## config.mk

```make
export PLATFORM = sky130hd
export DESIGN_NAME = mem_write_m2
export DESIGN_NICKNAME = d
export VERILOG_FILES = /design/src/rtl/mem_write_m2.sv
export SDC_FILE = /design/constraint.sdc
export NUM_CORES = 1
export LEC_CHECK = 0
export BUFFER_PORTS_ARGS = -buffer_cell sky130_fd_sc_hd__buf_2
export CORE_ASPECT_RATIO = 0.9
export CORE_UTILIZATION = 55
export CTS_BUF_LIST = sky130_fd_sc_hd__clkbuf_4
export CTS_CLUSTER_SIZE = 40
export DETAILED_ROUTE_END_ITERATION = 10
export GPL_TIMING_DRIVEN = 0
export PLACE_DENSITY = 0.84
export SLEW_MARGIN = 30
export SYNTH_ARGS = -nofsm -noshare
export SYNTH_HDL_FRONTEND = slang
export SYNTH_SLANG_ARGS = --single-unit
```

## constraint.sdc

```tcl
create_clock -name clk -period 4.83 [get_ports clk]
set_input_delay 0.966 -clock clk [delete_from_list [all_inputs] [get_ports clk]]
set_output_delay 0.966 -clock clk [all_outputs]
set_load 0.1 [all_outputs]
```

## src/rtl/mem_write_m2.sv

```systemverilog
`default_nettype none
// ============================================================================
// Module   : mem_write_m2
// Purpose  : Write-side collector for the output-stationary systolic array.
//            Gathers the N result lanes (m2 / valid_m2) of one M x M result
//            matrix and turns each accepted beat into a write on the matching
//            BRAM bank. Bank x owns global rows x*DEPTH .. x*DEPTH+DEPTH-1,
//            the same banked layout used by the m0/m1 readers, so each bank
//            is addressed locally from 0 to DEPTH-1.
//            Per-lane fill counters saturate at DEPTH; a beat arriving on a
//            full lane is dropped and raises a sticky overflow flag.
//
// Ports    : clk                  clock, all state on rising edge
//            rst_n                asynchronous active-low reset
//            start                1-cycle pulse, arms collection of a matrix
//            m2[N]                result lane data (2*D_W bits)
//            valid_m2[N]          per-lane result valid
//            wr_en_bram[N]        per-bank write strobe (registered)
//            wr_addr_bram[N]      per-bank local write address (registered)
//            wr_data_bram[N]      per-bank write data (registered)
//            busy                 high while collecting
//            done                 high once every lane has been filled
//            overflow             sticky: valid seen on an already-full lane
//
// Revision : 1.0  initial release
// ============================================================================
module mem_write_m2 #(
  parameter  int D_W   = 8,
  parameter  int N     = 5,
  parameter  int M     = 5,
  localparam int DEPTH = (M * M) / N,
  // A one-entry bank still needs a 1-bit address port.
  localparam int AW    = (DEPTH > 1) ? $clog2(DEPTH) : 1
) (
  input  logic                 clk,
  input  logic                 rst_n,
  input  logic                 start,
  input  logic [2*D_W-1:0]     m2           [N],
  input  logic [N-1:0]         valid_m2,
  output logic [N-1:0]         wr_en_bram,
  output logic [AW-1:0]        wr_addr_bram [N],
  output logic [2*D_W-1:0]     wr_data_bram [N],
  output logic                 busy,
  output logic                 done,
  output logic                 overflow
);

  // Lane counters are one bit wider than the address so they can hold DEPTH
  // itself, which is the "lane full" marker.
  localparam logic [AW:0] c_depth = (AW + 1)'(DEPTH);

  typedef enum logic [1:0] {
    S_IDLE    = 2'd0,
    S_COLLECT = 2'd1,
    S_DONE    = 2'd2
  } state_t;

  state_t r_state;
  logic   r_busy;
  logic   r_done;
  logic   r_overflow;

  logic         w_collect;   // accepting beats this cycle
  logic         w_arm;       // start honoured this cycle (IDLE or DONE)
  logic [N-1:0] w_full;      // lane already holds DEPTH entries
  logic [N-1:0] w_fire;      // lane writes at this edge
  logic [N-1:0] w_last;      // lane will be full after this edge
  logic         w_ovf_hit;   // some valid beat hit a full lane

  assign w_collect = (r_state == S_COLLECT);
  assign w_arm     = start && (r_state != S_COLLECT);
  assign w_ovf_hit = w_collect && |(valid_m2 & w_full);

  // --------------------------------------------------------------------------
  // Per-lane write path: fill counter plus registered BRAM write port.
  // --------------------------------------------------------------------------
  for (genvar x = 0; x < N; x++) begin : g_lane
    logic [AW:0]      r_cnt;
    logic             r_en;
    logic [AW-1:0]    r_addr;
    logic [2*D_W-1:0] r_data;

    assign w_full[x] = (r_cnt == c_depth);
    assign w_fire[x] = w_collect && valid_m2[x] && !w_full[x];
    // Looks one edge ahead so done/busy change together with the last strobe.
    assign w_last[x] = ((r_cnt + {{AW{1'b0}}, w_fire[x]}) == c_depth);

    always_ff @(posedge clk or negedge rst_n) begin
      if (!rst_n) begin
        r_cnt  <= '0;
        r_en   <= 1'b0;
        r_addr <= '0;
        r_data <= '0;
      end else begin
        r_en <= 1'b0;
        if (w_arm) begin
          r_cnt <= '0;
        end else if (w_fire[x]) begin
          // Address and data are held between writes; only the strobe pulses.
          r_en   <= 1'b1;
          r_addr <= r_cnt[AW-1:0];
          r_data <= m2[x];
          r_cnt  <= r_cnt + 1'b1;
        end
      end
    end

    assign wr_en_bram[x]   = r_en;
    assign wr_addr_bram[x] = r_addr;
    assign wr_data_bram[x] = r_data;
  end

  // --------------------------------------------------------------------------
  // Control FSM with registered status outputs.
  // --------------------------------------------------------------------------
  always_ff @(posedge clk or negedge rst_n) begin
    if (!rst_n) begin
      r_state    <= S_IDLE;
      r_busy     <= 1'b0;
      r_done     <= 1'b0;
      r_overflow <= 1'b0;
    end else begin
      case (r_state)
        S_IDLE: begin
          if (start) begin
            r_state    <= S_COLLECT;
            r_busy     <= 1'b1;
            r_done     <= 1'b0;
            r_overflow <= 1'b0;
          end
        end

        S_COLLECT: begin
          // start is deliberately ignored here, even alongside the final beat.
          if (w_ovf_hit) begin
            r_overflow <= 1'b1;
          end
          if (&w_last) begin
            r_state <= S_DONE;
            r_busy  <= 1'b0;
            r_done  <= 1'b1;
          end
        end

        S_DONE: begin
          if (start) begin
            r_state    <= S_COLLECT;
            r_busy     <= 1'b1;
            r_done     <= 1'b0;
            r_overflow <= 1'b0;
          end
        end

        default: begin
          r_state <= S_IDLE;
          r_busy  <= 1'b0;
          r_done  <= 1'b0;
        end
      endcase
    end
  end

  assign busy     = r_busy;
  assign done     = r_done;
  assign overflow = r_overflow;

endmodule
`default_nettype wire

```

==> run_results.csv <==
group,metric,value,unit
clocking,clock_latency,500,ps
floorplanning,die-height,97.4,microns
timing,slew_violations,0,
logic_synthesis,yosys_warnings,0,
worst_setup_path,rr_startpoint,"g_lane[2].r_cnt[1]$_DFFE_PN0P_",
detailed_routing,via_per_inst,5.05,
status,status,"complete, no violations",
logic_synthesis,synth_seq_cells,125,
logic_synthesis,syn-cell-area,5560,sq um
clocking,cts-root-buf,"clkbuf_4",
clocking,cts.sinks,125,
worst_setup_path,cp.arrival,3190,ps
worst_setup_path,end_kind,"flip-flop",
logic_synthesis,yosys.area.top_type,"dfrtp_1",
logic_synthesis,synth_top_area_share,56.2,%
detailed_routing,first_iter_violations,139,
global_routing,antenna_found_initial,0,
floorplanning,io_pins,191,
global_routing,grt_start_max_net_pins,93,
detailed_routing,via_count,3897,
timing,fmax,357,MHz
timing,min_period,2800,ps
layout,antennaDiodeCount,0,
worst_setup_path,r2r_slack,2030,ps
logic_synthesis,synthTopCellsByArea,"dfrtp_1 56%, mux2_2 8.7%, mux2_4 8.6%",
logic_synthesis,synth.avg_cell_area,13.2,sq um
clocking,cts_tree,"yes",
placed_design,numPortBuffers,190,
clocking,cts_buffers,17,
worst_setup_path,timing.rr.end,"busy$_DFFE_PN0P_",
clocking,htree_levels,4,
clocking,clockBufferDepth,2,
global_routing,grt_first_pass_wirelength,18900,microns
detailed_routing,wl_per_cell,15.0,microns
layout,final_nets,740,
detailed_routing,drcViolationCount,0,
worst_setup_path,path_class,"flip-flop to flip-flop",
floorplanning,core.rowCount,34,
logic_synthesis,synth_nets,530,
logic_synthesis,ys_types,37,
floorplanning,start_util,57.1,%
floorplanning,die_w,108,microns
worst_setup_path,reg2reg_depth,12,
detailed_routing,wirelength,11600,microns
logic_synthesis,synth_ff_type,"dfrtp_1",
timing,rsz0062_at_grt,"no",
global_routing,overflow,0,
layout,fin_util,71.7,%
layout,regArea,3130,sq um
floorplanning,dieArea,10500,sq um
run,maxCapViolations,0,
clocking,ctsHoldBuffers,0,
placed_design,place_congestion,0.750,
global_routing,grt_pass1_vias,4082,
timing,setup_tns,0,ps
detailed_routing,ant_nets,0,
timing,worst_clock_skew,11.8,ps
timing,worst_slew_pin_slew,565,ps
layout,fillCellCount,706,
layout,synthToLayoutAreaGrowth,25.5,%
layout,multi_input_area,2160,sq um
worst_setup_path,start_kind,"flip-flop",
clocking,cts.repair.resized,0,
logic_synthesis,synth_edf_count,0,
timing,relSlewSlack,62.3,%
timing,period_share,58.0,%
timing,hold_viol,0,
logic_synthesis,syn_inst,422,
min_path,min_path_type,"input port to asynchronous set/reset pin",
logic_synthesis,async_flop_share,100,%
clocking,clkTransAtPathRegs,110,ps
placed_design,dp_hpwl,8530,microns
layout,drive_above_1_share,50.7,%
timing,finalSetupViolations,0,
worst_setup_path,worstPathRequired,5220,ps
logic_synthesis,synth_common_cells,"125 x dfrtp_1, 63 x nand2_1, 43 x mux2_2",
logic_synthesis,ys_seq_area_share,56.2,%
worst_setup_path,critPathMaxFanout,10,
detailed_routing,dr.pass1.iters,4,
logic_synthesis,synth_most_common_cell,"dfrtp_1",
clocking,cts_setup_buffers,0,
floorplanning,core_area,9740,sq um
global_routing,grt_usage,23.4,%
worst max-delay path, cell delays in order, from the launching register on:
cell	delay, ps
dfrtp_1	460
inv_1	100
ha_1	140
nand3b_1	110
and3_1	210
buf_6	140
buf_12	150
ha_1	200
ha_1	290
nor4bb_1	290
nand4b_1	200
nor4_4	270
o32ai_1	130
worst max path at each step:
stage / start / to
after floorplan: valid_m2[2] / busy$_DFFE_PN0P_
after global placement: rst_n / g_lane[4].r_data[11]$_DFFE_PN0P_
after detailed placement: valid_m2[2] / busy$_DFFE_PN0P_
after CTS: g_lane[2].r_cnt[1]$_DFFE_PN0P_ / busy$_DFFE_PN0P_
after global routing: g_lane[1].r_cnt[1]$_DFFE_PN0P_ / busy$_DFFE_PN0P_
final: g_lane[2].r_cnt[1]$_DFFE_PN0P_ / busy$_DFFE_PN0P_
placed cells by master, fill, tap and decap left out, types with 8 or more instances in the layout:
cell      count
clkbuf_4     20
xor2_1       20
nor2_1       25
buf_4         9
mux2_2       43
nand4_1       8
buf_2       195
mux2_4       32
ha_1         20
inv_1        12
dfrtp_1     125
nand2_1      63
final cells by class:
class	instances	area share, %
flip-flops and latches	125	44.8
multi-input cells	257	30.9
repair buffers	191	14.2
plain buffers	28	3.31
well taps	126	2.26
clock buffers	20	2.15
clock inverters	12	1.76
inverters	12	0.645
through the flow:
| step | worst slack, ps | hold slack [ps] | cell area, sq um | std cells |
|---|---|---|---|---|
| global route | 1820 | 249 | 6980 | 771 |
| global placement | 1330 | 452 | 6670 | 738 |
| floorplan | 2160 | 506 | 5560 | 422 |
| detailed placement | 1780 | 464 | 6710 | 739 |
| finish | 2030 | 296 | 6980 | 771 |
| CTS | 2000 | 258 | 6980 | 771 |
routing by layer:
layer  vias up  part of all wire (%)  track usage, %
li1       1847                     -               -
met1      1891                    44            28.6
met2       148                    49            39.6
met3        11                   6.2            7.04
met4         0                  0.77            6.85
met5         -                     0               0
cell families after synthesis:
logic type	share of synthesized area, %
and+or+nand+nor	9.74
buffers and inverters	4.97
muxes	17.3
DFF	56.2
AOI/OAI and AO/OA	3.46
adders and majority gates	4.50
xor gates and xnor gates	3.78
registers in the layout (all words and copies together) (netlist names):
register	count
busy	1
done	1
g_lane.r_addr	15
g_lane.r_cnt	20
g_lane.r_data	80
g_lane.r_en	5
overflow	1
r_state	2
Power is left out: the tool's default activity adds up to more than one toggle a clock period on the data nets, which glitch-free logic cannot reach.
